--- config.mk ---
export PLATFORM = sky130hd
export DESIGN_NAME = vga_pattern_gen_flat
export DESIGN_NICKNAME = d
export VERILOG_FILES = /design/src/rtl/vga_pkg.sv /design/src/rtl/vga_pattern_gen_if.sv /design/src/rtl/vga_sync_to_count.sv /design/src/rtl/vga_pattern_gen.sv /design/src/flat_wrapper.sv
export SDC_FILE = /design/constraint.sdc
export NUM_CORES = 1
export LEC_CHECK = 0
export ABC_CLOCK_PERIOD_IN_PS = 3600
export CAP_MARGIN = 20
export CORE_ASPECT_RATIO = 1.5
export CORE_MARGIN = 1.5
export CORE_UTILIZATION = 55
export CTS_BUF_LIST = sky130_fd_sc_hd__clkbuf_4
export DETAILED_ROUTE_END_ITERATION = 10
export PLACE_DENSITY = 0.79
export REMOVE_ABC_BUFFERS = 1
export SETUP_SLACK_MARGIN = 0.05
export SLEW_MARGIN = 20
export SYNTH_ARGS = -nofsm -noshare
export SYNTH_HDL_FRONTEND = slang
export SYNTH_SLANG_ARGS = --single-unit
--- constraint.sdc ---
create_clock -name CLK -period 3.6 [get_ports CLK]
set_input_delay 0.36 -clock CLK [delete_from_list [all_inputs] [get_ports CLK]]
set_output_delay 0.36 -clock CLK [all_outputs]
set_load 0.02 [all_outputs]
--- src/rtl/vga_pkg.sv ---
// Shared constants and types for the VGA test-pattern path.
// Holds the default 640x480@60 timing, the pattern IDs selected by the
// switches, and the colour-bar palette as one-bit-per-channel masks.
package vga_pkg;

    // Default timing (25 MHz pixel clock, 800x525 total).
    localparam int unsigned VGA_TOTAL_COLS  = 800;
    localparam int unsigned VGA_TOTAL_ROWS  = 525;
    localparam int unsigned VGA_ACTIVE_COLS = 640;
    localparam int unsigned VGA_ACTIVE_ROWS = 480;
    localparam int unsigned VGA_VIDEO_WIDTH = 3;
    localparam int unsigned VGA_CHECK_SHIFT = 5;

    // Counter and select widths.
    localparam int unsigned VGA_CNT_W   = 10;
    localparam int unsigned PAT_W       = 3;
    localparam int unsigned NUM_BARS    = 8;
    localparam int unsigned BAR_IDX_W   = 3;
    localparam int unsigned BORDER_PX   = 2;

    typedef logic [PAT_W-1:0] pattern_t;

    // Pattern IDs driven from the switches.
    localparam pattern_t PAT_BLACK   = 3'd0;
    localparam pattern_t PAT_RED     = 3'd1;
    localparam pattern_t PAT_GREEN   = 3'd2;
    localparam pattern_t PAT_BLUE    = 3'd3;
    localparam pattern_t PAT_CHECKER = 3'd4;
    localparam pattern_t PAT_BARS    = 3'd5;
    localparam pattern_t PAT_BORDER  = 3'd6;
    localparam pattern_t PAT_BLACK2  = 3'd7;

    // A colour as full-scale-or-off per channel.
    typedef struct packed {
        logic red;
        logic grn;
        logic blu;
    } rgb_mask_t;

    localparam rgb_mask_t RGB_BLACK   = '{red: 1'b0, grn: 1'b0, blu: 1'b0};
    localparam rgb_mask_t RGB_WHITE   = '{red: 1'b1, grn: 1'b1, blu: 1'b1};
    localparam rgb_mask_t RGB_YELLOW  = '{red: 1'b1, grn: 1'b1, blu: 1'b0};
    localparam rgb_mask_t RGB_CYAN    = '{red: 1'b0, grn: 1'b1, blu: 1'b1};
    localparam rgb_mask_t RGB_GREEN   = '{red: 1'b0, grn: 1'b1, blu: 1'b0};
    localparam rgb_mask_t RGB_MAGENTA = '{red: 1'b1, grn: 1'b0, blu: 1'b1};
    localparam rgb_mask_t RGB_RED     = '{red: 1'b1, grn: 1'b0, blu: 1'b0};
    localparam rgb_mask_t RGB_BLUE    = '{red: 1'b0, grn: 1'b0, blu: 1'b1};

    // Bar palette, left to right across the active line.
    function automatic rgb_mask_t bar_color(input logic [BAR_IDX_W-1:0] idx);
        rgb_mask_t c;
        c = RGB_BLACK;
        case (idx)
            3'd0:    c = RGB_WHITE;
            3'd1:    c = RGB_YELLOW;
            3'd2:    c = RGB_CYAN;
            3'd3:    c = RGB_GREEN;
            3'd4:    c = RGB_MAGENTA;
            3'd5:    c = RGB_RED;
            3'd6:    c = RGB_BLUE;
            default: c = RGB_BLACK;
        endcase
        return c;
    endfunction

endpackage

--- src/rtl/vga_pattern_gen_if.sv ---
// Pin-level bundle between the sync stage / board pins and vga_pattern_gen.
//   i_HSync, i_VSync : active-area sync pulses from the upstream stage
//   i_Pattern        : pattern select from the switches
//   o_HSync, o_VSync : syncs re-aligned to the video (2 CLK late)
//   o_Red/Grn/Blu    : pixel colour
//   o_Col, o_Row     : position of the pixel on the outputs
//   o_Locked         : a frame start has been seen since reset
// master = stimulus/source side, slave = vga_pattern_gen.
interface vga_pattern_gen_if #(
    parameter int unsigned VIDEO_WIDTH = vga_pkg::VGA_VIDEO_WIDTH,
    parameter int unsigned CNT_W       = vga_pkg::VGA_CNT_W
);
    logic                       i_HSync;
    logic                       i_VSync;
    logic [vga_pkg::PAT_W-1:0]  i_Pattern;
    logic                       o_HSync;
    logic                       o_VSync;
    logic [VIDEO_WIDTH-1:0]     o_Red;
    logic [VIDEO_WIDTH-1:0]     o_Grn;
    logic [VIDEO_WIDTH-1:0]     o_Blu;
    logic [CNT_W-1:0]           o_Col;
    logic [CNT_W-1:0]           o_Row;
    logic                       o_Locked;

    modport master (
        output i_HSync, i_VSync, i_Pattern,
        input  o_HSync, o_VSync, o_Red, o_Grn, o_Blu, o_Col, o_Row, o_Locked
    );

    modport slave (
        input  i_HSync, i_VSync, i_Pattern,
        output o_HSync, o_VSync, o_Red, o_Grn, o_Blu, o_Col, o_Row, o_Locked
    );
endinterface

--- src/rtl/vga_sync_to_count.sv ---
// Rebuilds column/row counters from raw active-area sync pulses.
// Ports:
//   CLK, RST          : pixel clock, synchronous active-high reset
//   i_HSync, i_VSync  : raw syncs (high inside the active area)
//   s_HS, s_VS        : syncs registered once (stage S)
//   col_c, row_c      : position of the stage-S pixel
//   fs_c              : stage-S pixel is the first of a frame
//   locked_c          : a frame start has been seen (including this one)
module vga_sync_to_count #(
    parameter int unsigned TOTAL_COLS = vga_pkg::VGA_TOTAL_COLS,
    parameter int unsigned TOTAL_ROWS = vga_pkg::VGA_TOTAL_ROWS,
    parameter int unsigned CNT_W      = vga_pkg::VGA_CNT_W
) (
    input  logic             CLK,
    input  logic             RST,
    input  logic             i_HSync,
    input  logic             i_VSync,
    output logic             s_HS,
    output logic             s_VS,
    output logic [CNT_W-1:0] col_c,
    output logic [CNT_W-1:0] row_c,
    output logic             fs_c,
    output logic             locked_c
);

    localparam logic [CNT_W-1:0] COL_LAST = CNT_W'(TOTAL_COLS - 1);
    localparam logic [CNT_W-1:0] ROW_LAST = CNT_W'(TOTAL_ROWS - 1);

    logic             p_HS;
    logic             p_VS;
    logic             locked_q;
    logic [CNT_W-1:0] col_q;
    logic [CNT_W-1:0] row_q;
    logic [CNT_W-1:0] col_nxt;
    logic [CNT_W-1:0] row_nxt;

    // Sync history, free-running position and sticky lock.
    always_ff @(posedge CLK) begin
        if (RST) begin
            s_HS     <= 1'b0;
            s_VS     <= 1'b0;
            p_HS     <= 1'b0;
            p_VS     <= 1'b0;
            col_q    <= '0;
            row_q    <= '0;
            locked_q <= 1'b0;
        end else begin
            s_HS     <= i_HSync;
            s_VS     <= i_VSync;
            p_HS     <= s_HS;
            p_VS     <= s_VS;
            col_q    <= col_nxt;
            row_q    <= row_nxt;
            locked_q <= locked_c;
        end
    end

    // A joint rising edge of both syncs overrides the free-running count,
    // so a drifted counter snaps back on exactly that pixel.
    always_comb begin
        fs_c     = s_HS & ~p_HS & s_VS & ~p_VS;
        col_c    = col_q;
        row_c    = row_q;
        if (fs_c) begin
            col_c = '0;
            row_c = '0;
        end
        locked_c = locked_q | fs_c;

        col_nxt  = col_c + CNT_W'(1);
        row_nxt  = row_c;
        if (col_c == COL_LAST) begin
            col_nxt = '0;
            row_nxt = (row_c == ROW_LAST) ? '0 : row_c + CNT_W'(1);
        end
    end

endmodule

--- src/rtl/vga_pattern_gen.sv ---
// Switch-selected VGA test pattern generator locked to upstream syncs.
// Ports:
//   CLK  : 25 MHz pixel clock
//   RST  : synchronous active-high reset
//   vga  : slave side of vga_pattern_gen_if (syncs and pattern in;
//          re-aligned syncs, RGB, position and lock out)
// Latency from any i_* to the matching o_* is two CLK: one in the
// counter stage, one in the output register.
module vga_pattern_gen #(
    parameter int unsigned TOTAL_COLS  = vga_pkg::VGA_TOTAL_COLS,
    parameter int unsigned TOTAL_ROWS  = vga_pkg::VGA_TOTAL_ROWS,
    parameter int unsigned ACTIVE_COLS = vga_pkg::VGA_ACTIVE_COLS,
    parameter int unsigned ACTIVE_ROWS = vga_pkg::VGA_ACTIVE_ROWS,
    parameter int unsigned VIDEO_WIDTH = vga_pkg::VGA_VIDEO_WIDTH,
    parameter int unsigned CHECK_SHIFT = vga_pkg::VGA_CHECK_SHIFT
) (
    input  logic              CLK,
    input  logic              RST,
    vga_pattern_gen_if.slave  vga
);
    import vga_pkg::*;

    localparam int unsigned      CNT_W  = VGA_CNT_W;
    localparam int unsigned      BAR_W  = ACTIVE_COLS / NUM_BARS;
    localparam logic [CNT_W-1:0] EDGE_W = CNT_W'(BORDER_PX);
    localparam logic [CNT_W-1:0] COL_HI = CNT_W'(ACTIVE_COLS - BORDER_PX);
    localparam logic [CNT_W-1:0] ROW_HI = CNT_W'(ACTIVE_ROWS - BORDER_PX);

    logic                 s_HS;
    logic                 s_VS;
    logic [CNT_W-1:0]     col_c;
    logic [CNT_W-1:0]     row_c;
    logic                 fs_c;
    logic                 locked_c;

    pattern_t             pat_q;
    pattern_t             pat_c;
    logic [BAR_IDX_W-1:0] bar_idx_c;
    logic                 checker_c;
    logic                 border_c;
    rgb_mask_t            mask_c;

    vga_sync_to_count #(
        .TOTAL_COLS (TOTAL_COLS),
        .TOTAL_ROWS (TOTAL_ROWS),
        .CNT_W      (CNT_W)
    ) u_sync_to_count (
        .CLK      (CLK),
        .RST      (RST),
        .i_HSync  (vga.i_HSync),
        .i_VSync  (vga.i_VSync),
        .s_HS     (s_HS),
        .s_VS     (s_VS),
        .col_c    (col_c),
        .row_c    (row_c),
        .fs_c     (fs_c),
        .locked_c (locked_c)
    );

    // Pattern mux for the stage-S pixel.
    always_comb begin
        // New switch setting applies from the first pixel of a frame only.
        pat_c = pat_q;
        if (fs_c) begin
            pat_c = vga.i_Pattern;
        end

        // Bar index by threshold comparison; the last passed threshold wins.
        bar_idx_c = '0;
        for (int unsigned k = 1; k < NUM_BARS; k++) begin
            if (col_c >= CNT_W'(k * BAR_W)) begin
                bar_idx_c = BAR_IDX_W'(k);
            end
        end

        checker_c = col_c[CHECK_SHIFT] ^ row_c[CHECK_SHIFT];
        border_c  = (col_c < EDGE_W) || (col_c >= COL_HI) ||
                    (row_c < EDGE_W) || (row_c >= ROW_HI);

        mask_c = RGB_BLACK;
        case (pat_c)
            PAT_RED:     mask_c = RGB_RED;
            PAT_GREEN:   mask_c = RGB_GREEN;
            PAT_BLUE:    mask_c = RGB_BLUE;
            PAT_CHECKER: mask_c = checker_c ? RGB_WHITE : RGB_BLACK;
            PAT_BARS:    mask_c = bar_color(bar_idx_c);
            PAT_BORDER:  mask_c = border_c ? RGB_WHITE : RGB_BLACK;
            default:     mask_c = RGB_BLACK;
        endcase

        // Blanking and the pre-lock period are always black.
        if (!(s_HS && s_VS && locked_c)) begin
            mask_c = RGB_BLACK;
        end
    end

    // Output stage O: everything re-timed together so syncs match video.
    always_ff @(posedge CLK) begin
        if (RST) begin
            pat_q        <= PAT_BLACK;
            vga.o_HSync  <= 1'b0;
            vga.o_VSync  <= 1'b0;
            vga.o_Red    <= '0;
            vga.o_Grn    <= '0;
            vga.o_Blu    <= '0;
            vga.o_Col    <= '0;
            vga.o_Row    <= '0;
            vga.o_Locked <= 1'b0;
        end else begin
            pat_q        <= pat_c;
            vga.o_HSync  <= s_HS;
            vga.o_VSync  <= s_VS;
            vga.o_Red    <= {VIDEO_WIDTH{mask_c.red}};
            vga.o_Grn    <= {VIDEO_WIDTH{mask_c.grn}};
            vga.o_Blu    <= {VIDEO_WIDTH{mask_c.blu}};
            vga.o_Col    <= col_c;
            vga.o_Row    <= row_c;
            vga.o_Locked <= locked_c;
        end
    end

endmodule

--- src/flat_wrapper.sv ---
// flat-port wrapper written by rule: the top's interface ports become plain ports
module vga_pattern_gen_flat import vga_pkg::*;
#(
    parameter int unsigned TOTAL_COLS  = vga_pkg::VGA_TOTAL_COLS,
    parameter int unsigned TOTAL_ROWS  = vga_pkg::VGA_TOTAL_ROWS,
    parameter int unsigned ACTIVE_COLS = vga_pkg::VGA_ACTIVE_COLS,
    parameter int unsigned ACTIVE_ROWS = vga_pkg::VGA_ACTIVE_ROWS,
    parameter int unsigned VIDEO_WIDTH = vga_pkg::VGA_VIDEO_WIDTH,
    parameter int unsigned CHECK_SHIFT = vga_pkg::VGA_CHECK_SHIFT
)
  (CLK, RST, vga_i_HSync, vga_i_VSync, vga_i_Pattern, vga_o_HSync, vga_o_VSync, vga_o_Red, vga_o_Grn, vga_o_Blu, vga_o_Col, vga_o_Row, vga_o_Locked);
  vga_pattern_gen_if #(.VIDEO_WIDTH(VIDEO_WIDTH), .CNT_W(10)) vga_i ();
  input  logic CLK;
  input  logic RST;
  input wire logic [$bits(vga_i.i_HSync)-1:0] vga_i_HSync;
  input wire logic [$bits(vga_i.i_VSync)-1:0] vga_i_VSync;
  input wire logic [$bits(vga_i.i_Pattern)-1:0] vga_i_Pattern;
  output wire logic [$bits(vga_i.o_HSync)-1:0] vga_o_HSync;
  output wire logic [$bits(vga_i.o_VSync)-1:0] vga_o_VSync;
  output wire logic [$bits(vga_i.o_Red)-1:0] vga_o_Red;
  output wire logic [$bits(vga_i.o_Grn)-1:0] vga_o_Grn;
  output wire logic [$bits(vga_i.o_Blu)-1:0] vga_o_Blu;
  output wire logic [$bits(vga_i.o_Col)-1:0] vga_o_Col;
  output wire logic [$bits(vga_i.o_Row)-1:0] vga_o_Row;
  output wire logic [$bits(vga_i.o_Locked)-1:0] vga_o_Locked;
  assign vga_i.i_HSync = vga_i_HSync;
  assign vga_i.i_VSync = vga_i_VSync;
  assign vga_i.i_Pattern = vga_i_Pattern;
  assign vga_o_HSync = vga_i.o_HSync;
  assign vga_o_VSync = vga_i.o_VSync;
  assign vga_o_Red = vga_i.o_Red;
  assign vga_o_Grn = vga_i.o_Grn;
  assign vga_o_Blu = vga_i.o_Blu;
  assign vga_o_Col = vga_i.o_Col;
  assign vga_o_Row = vga_i.o_Row;
  assign vga_o_Locked = vga_i.o_Locked;
  vga_pattern_gen #(.TOTAL_COLS(TOTAL_COLS), .TOTAL_ROWS(TOTAL_ROWS), .ACTIVE_COLS(ACTIVE_COLS), .ACTIVE_ROWS(ACTIVE_ROWS), .VIDEO_WIDTH(VIDEO_WIDTH), .CHECK_SHIFT(CHECK_SHIFT)) u_core (.CLK(CLK), .RST(RST), .vga(vga_i));
endmodule
# [Yosys cells after proc, flatten, opt, wreduce, memory -nomap -nowiden]
# Index checks and enable logic that the tools add are counted.
[totals] ff_bits=51 latchBits=0 mem_bits_rw=0 romBits=0 word_cells=71 n_memories=0
[classes] add_sub_neg=2 multipliers=0 div_mod_pow=0 order_cmp=11 n_eq_ne=14 n_shift=0 n_mux=17 bitwise=7 n_reduce_logical=7
[ops] operator="$ge A10 B9 Y1 const B" n=4
[ops] operator="$mux W10" n=4
[ops] operator="$mux W3" n=8
[ops] operator="$pmux W3 S7" n=1
[ops] operator="$add A10 B1 Y10 const B" n=2
[ops] operator="$eq A10 B10 Y1 const B" n=2
[ops] operator="$ge A10 B10 Y1 const B" n=2
[ops] operator="$ge A10 B8 Y1 const B" n=2
[ops] operator="$lt A10 B2 Y1 const B" n=2
[ops] operator="$eq A3 B3 Y1 const B" n=6
[ops] operator="$pmux W3 S6" n=1
[ops] operator="$eq A3 B2 Y1 const B" n=4
[ops] operator="$ge A10 B7 Y1 const B" n=1
[ops] operator="$eq A3 B1 Y1 const B" n=2
[ops] operator="$mux W2" n=2
[ops] operator="$and A1 B1 Y1" n=3
[ops] operator="$logic_not A3 Y1" n=1
[ops] operator="$logic_or A1 B1 Y1" n=3
[ops] operator="$logic_and A1 B1 Y1" n=2
[ops] operator="$not A1 Y1" n=2
[ops] operator="$reduce_or A2 Y1" n=1
[ops] operator="$mux W1" n=1
[ops] operator="$or A1 B1 Y1" n=1
[ops] operator="$xor A1 B1 Y1" n=1

# [Depth between registers and ports, before layout]
[depth] word_depth=17 depth_mapped=12 ltp_nobuf=9

# [Cells and area by module]
# A second synthesis with hierarchy kept.
[hier_totals] hier_cells=269 area_unflattened_um2=2428.6
[modules_own_cells] module="vga_sync_to_count" instances=1 cells_per_inst=151 area_per_inst_um2=1288.7 seq_area_each_um2=500.5
[modules_own_cells] module="vga_pattern_gen" instances=1 cells_per_inst=118 area_per_inst_um2=1139.8 seq_area_each_um2=580.6

# [Worst setup path before layout]
# OpenSTA, ideal clock, no wires.
[synth_timing] path_type="register -> register" from="register, netlist name u_core.vga.o_VSync" to="register u_core.u_sync_to_count.row_q[8]" setup_ns=0.070 arrival_ns=2.801 t_required_ns=3.530 slack_ns=0.728 stages_incl_launch_ff=12 path_buffers=2 cell_sequence="dfxtp_1 -> nand4bb_1 -> buf_2 -> buf_1 -> nand2_1 -> inv_1 -> ha_1 -> and4_4 -> nand4_4 -> or4_4 -> a211o_1 -> a21oi_1"
[synth_rtl] item="end signal, assigned" line="vga_sync_to_count.sv:53" rtl="row_q <= row_nxt;"
[synth_rtl] item="end, declared" line="vga_sync_to_count.sv:33" rtl="logic [CNT_W-1:0] row_q;"

==> out/results.tsv <==
stage	metric	value	unit
floorplanning	num_io_pins	39	
clock_network	cts_tree	built	
sta	rsz0062_at_grt	false	
sta	layout_min_cycle_time	2704	ps
detailed_routing	dr_wl_met2	2480	µm
power	max-vdd-ir-drop	0.2664	mV
synth	synth_seq_cells	51	
detailed_routing	via_per_inst	5.631	
clock_network	clk_path_buf_depth	2	
detailed_routing	wl_per_cell	14.14	µm
clock_network	path_clk_slew	130	ps
synth	syn_area_per_cell	8.859	µm²
synth	yosysUniqueCellTypes	49	
critical_path	cp_max_fo	9	
synth	synth_ff_type	dfxtp_1	
clock_network	cts_resized	0	
clock_network	clock_sinks	51	
detailed_routing	routed_wl	4680	µm
place	portBuffers	38	
critical_path	r2r_slack	900	ps
synth	synth_top_cell_by_area	dfxtp_1	
global_routing	grt_pass1_vias	1815	
sta	worst_slew_pin_slew	525.1	ps
critical_path	cp.arrival	3000	ps
synth	synthArstFlopShare	0	%
clock_network	cts_made_buffers	5	
clock_network	cts_hold_buf	0	
sta	relSlewSlack	64.86	%
power	p_per_area	322.4	nW/µm²
sta	finalMaxSlewViolations	0	
synth	yosysTopAreaCellShare	44.32	%
synth	syn_area	2303	µm²
sta	setup_tns	0	ps
sta	hold_violations	0	
clock_network	post_cts_buffers	0	
floorplanning	fp-row-count	28	
synth	yosys-top-cells-area	dfxtp_1 (44%), nor2_1 (4.6%), xnor2_1 (3.8%)	
synth	yosysSeqAreaShare	44.32	%
critical_path	critPathKind	reg -> reg	
power	p_leak	0.9651	nW
sta	setup_viol	0	
floorplanning	chipHeight	82.26	µm
status	status	complete, no violations	
critical_path	crit_path_end_kind	register	
detailed_routing	wl_met3	158	µm
detailed_routing	drc	0	
clock_network	clk_latency	350	ps
run	max_cap_violations	0	
cells_and_area	finish.net_count	297	
synth	synth_edf_count	0	
hold_path	hold_path_class	reg -> reg	
detailed_routing	drt_iter0_markers	51	
sta	clock_skew	15.75	ps
clock_network	clock_tree.htree_level_count	2	
synth	synth-warning-count	0	
floorplanning	dieArea	4593	µm²
detailed_routing	drt_first_pass_iters	4	
place	place.gp.congestion	0.8882	
cells_and_area	fin_cells	331	
detailed_routing	wl_met1	1925	µm
global_routing	grt_pass1_wl	8045	µm
synth	synth_cells	260	
cells_and_area	drive_gt1_share	5.594	%
critical_path	cp.required	3890	ps
cells_and_area	nFillCells	330	
detailed_routing	route.top_layer_used	met4	
floorplanning	die_x	55.84	µm
global_routing	antenna_found_initial	0	
detailed_routing	ant_nets	0	
sta	fmax	369.9	MHz
clock_network	root_buffer	clkbuf_4	
global_routing	grt-ovfl-total	0	
critical_path	startpoint_type	register	
cells_and_area	syn2layout_area_growth	16.40	%
sta	finalCritPeriodShare	75.10	%
place	dp.cells	324	
floorplanning	initial_core_util	57.68	%
place	dpl.hpwl	3372	µm
cells_and_area	antenna_cells	0	
floorplanning	core_area	3994	µm²
detailed_routing	vias	1864	
global_routing	grt_usage	22.03	%
global_routing	grt_max_degree	24	
-- metal layers --
| metal | up-vias | track usage, % |
|---|---|---|
| li1 | 928 | - |
| met1 | 884 | 24.12 |
| met2 | 43 | 41.07 |
| met3 | 9 | 4.206 |
| met4 | 0 | 10.48 |
| met5 | - | 0 |
-- worst max-delay path, stage by stage (launching register included) --
cell       delay, ps
dfxtp_1          370
nand4bb_1        390
nand2_1          170
inv_1            110
ha_1             210
and4_4           280
nand4_4          180
or4_4            550
a211o_1          250
a21oi_1          140
-- cell usage in the layout, fill, tap and decap left out, types with 2 or more instances in the layout --
master and n:
a21oi_1 7, nor4_1 5, xor2_1 8, buf_4 2, nor2_1 28, nand3_1 10, a31oi_1 2, nor3_1 14
o211ai_1 3, a211o_1 2, clkdlybuf4s50_1 38, mux2i_1 3, nand3b_1 2, nand4_1 4, nand2_1 21, nand2b_1 2
dfxtp_1 51, o21ai_0 7, and2_1 12, ha_1 4, nor2b_1 5, clkbuf_4 5, inv_1 10, a211oi_1 4
or4_1 2, or3_1 3, xnor2_1 10
-- logic make-up (layout without fill, tap and decap cells) --
family,Yosys count,count (layout),synth area share [%]
multiplexers,4,4,1.793
AO/OA/AOI/OAI,31,31,8.854
adder cells (fa/ha/maj),5,5,2.607
buffers and inverters,31,57,6.844
AND/OR/NAND/NOR,120,120,28.73
flip-flops,51,51,44.32
XOR/XNOR,18,18,6.844
-- synthesized netlist by cell type (all sizes together), types with 2 or more instances --
cell,count
xor2,8
nand4,5
a211o,2
inv,10
nor3,14
o21ai,7
a211oi,4
ha,4
or3,3
nand2b,2
nor2b,5
and4,3
mux2i,3
buf,13
nand3,10
xnor2,10
and2,12
or4,3
dfxtp,51
nand2,21
clkbuf,8
a31oi,2
nor4,5
o211ai,3
nor3b,2
nor2,28
nand3b,2
a21oi,7
-- metrics by stage --
step | utilization (%) | setup WS [ps] | power [mW] | hold slack (ps) | area (µm²)
floorplan | - | 800.0 | 0.6170 | 429.1 | 2183
global placement | 65.98 | 1077 | 0.6431 | 480.3 | 2635
detailed placement | 65.98 | 946.1 | 0.6440 | 488.0 | 2635
CTS | 67.14 | 923.1 | 0.8755 | 506.6 | 2681
global route | 67.14 | 773.5 | 0.9050 | 516.5 | 2681
finish | 67.14 | 896.3 | 0.8643 | 505.3 | 2681
-- worst paths after layout --
kind | startpoint | end | cells past startpoint
setup / recovery | u_core.vga.o_VSync | u_core.u_sync_to_count.row_q[8] | 9
hold / removal | u_core.u_sync_to_count.s_VS | u_core.vga.o_VSync | 1
setup reg to reg | u_core.vga.o_VSync | u_core.u_sync_to_count.row_q[8] | 9
hold reg to reg | u_core.u_sync_to_count.s_VS | u_core.vga.o_VSync | 1
-- report_power, final --
group          internal (mW)  leakage (nW)  switching, mW
Combinational         0.0226         0.524         0.0300
Sequential             0.572         0.413        0.00634
Clock                 0.0697        0.0285          0.163
Total                  0.665         0.965          0.200
-- flip-flops by register name, summed over array words and instances (netlist names), 3 cells and up --
| name | flops |
|---|---|
| u_core.u_sync_to_count.col_q | 10 |
| u_core.u_sync_to_count.row_q | 10 |
| u_core.vga.o_Col | 10 |
| u_core.vga.o_Row | 10 |
| u_core.pat_q | 3 |
-- final cells by class --
class | instances | area, µm² | area share [%]
repair buffers | 40 | 395.4 | 14.75
clock buffers | 5 | 37.54 | 1.400
well taps | 45 | 56.30 | 2.100
inverters | 10 | 37.54 | 1.400
multi-input cells | 178 | 1125 | 41.95
clock inverters | 2 | 8.758 | 0.3266
flip-flops and latches | 51 | 1021 | 38.08
Power figures use the tool's default switching activity.
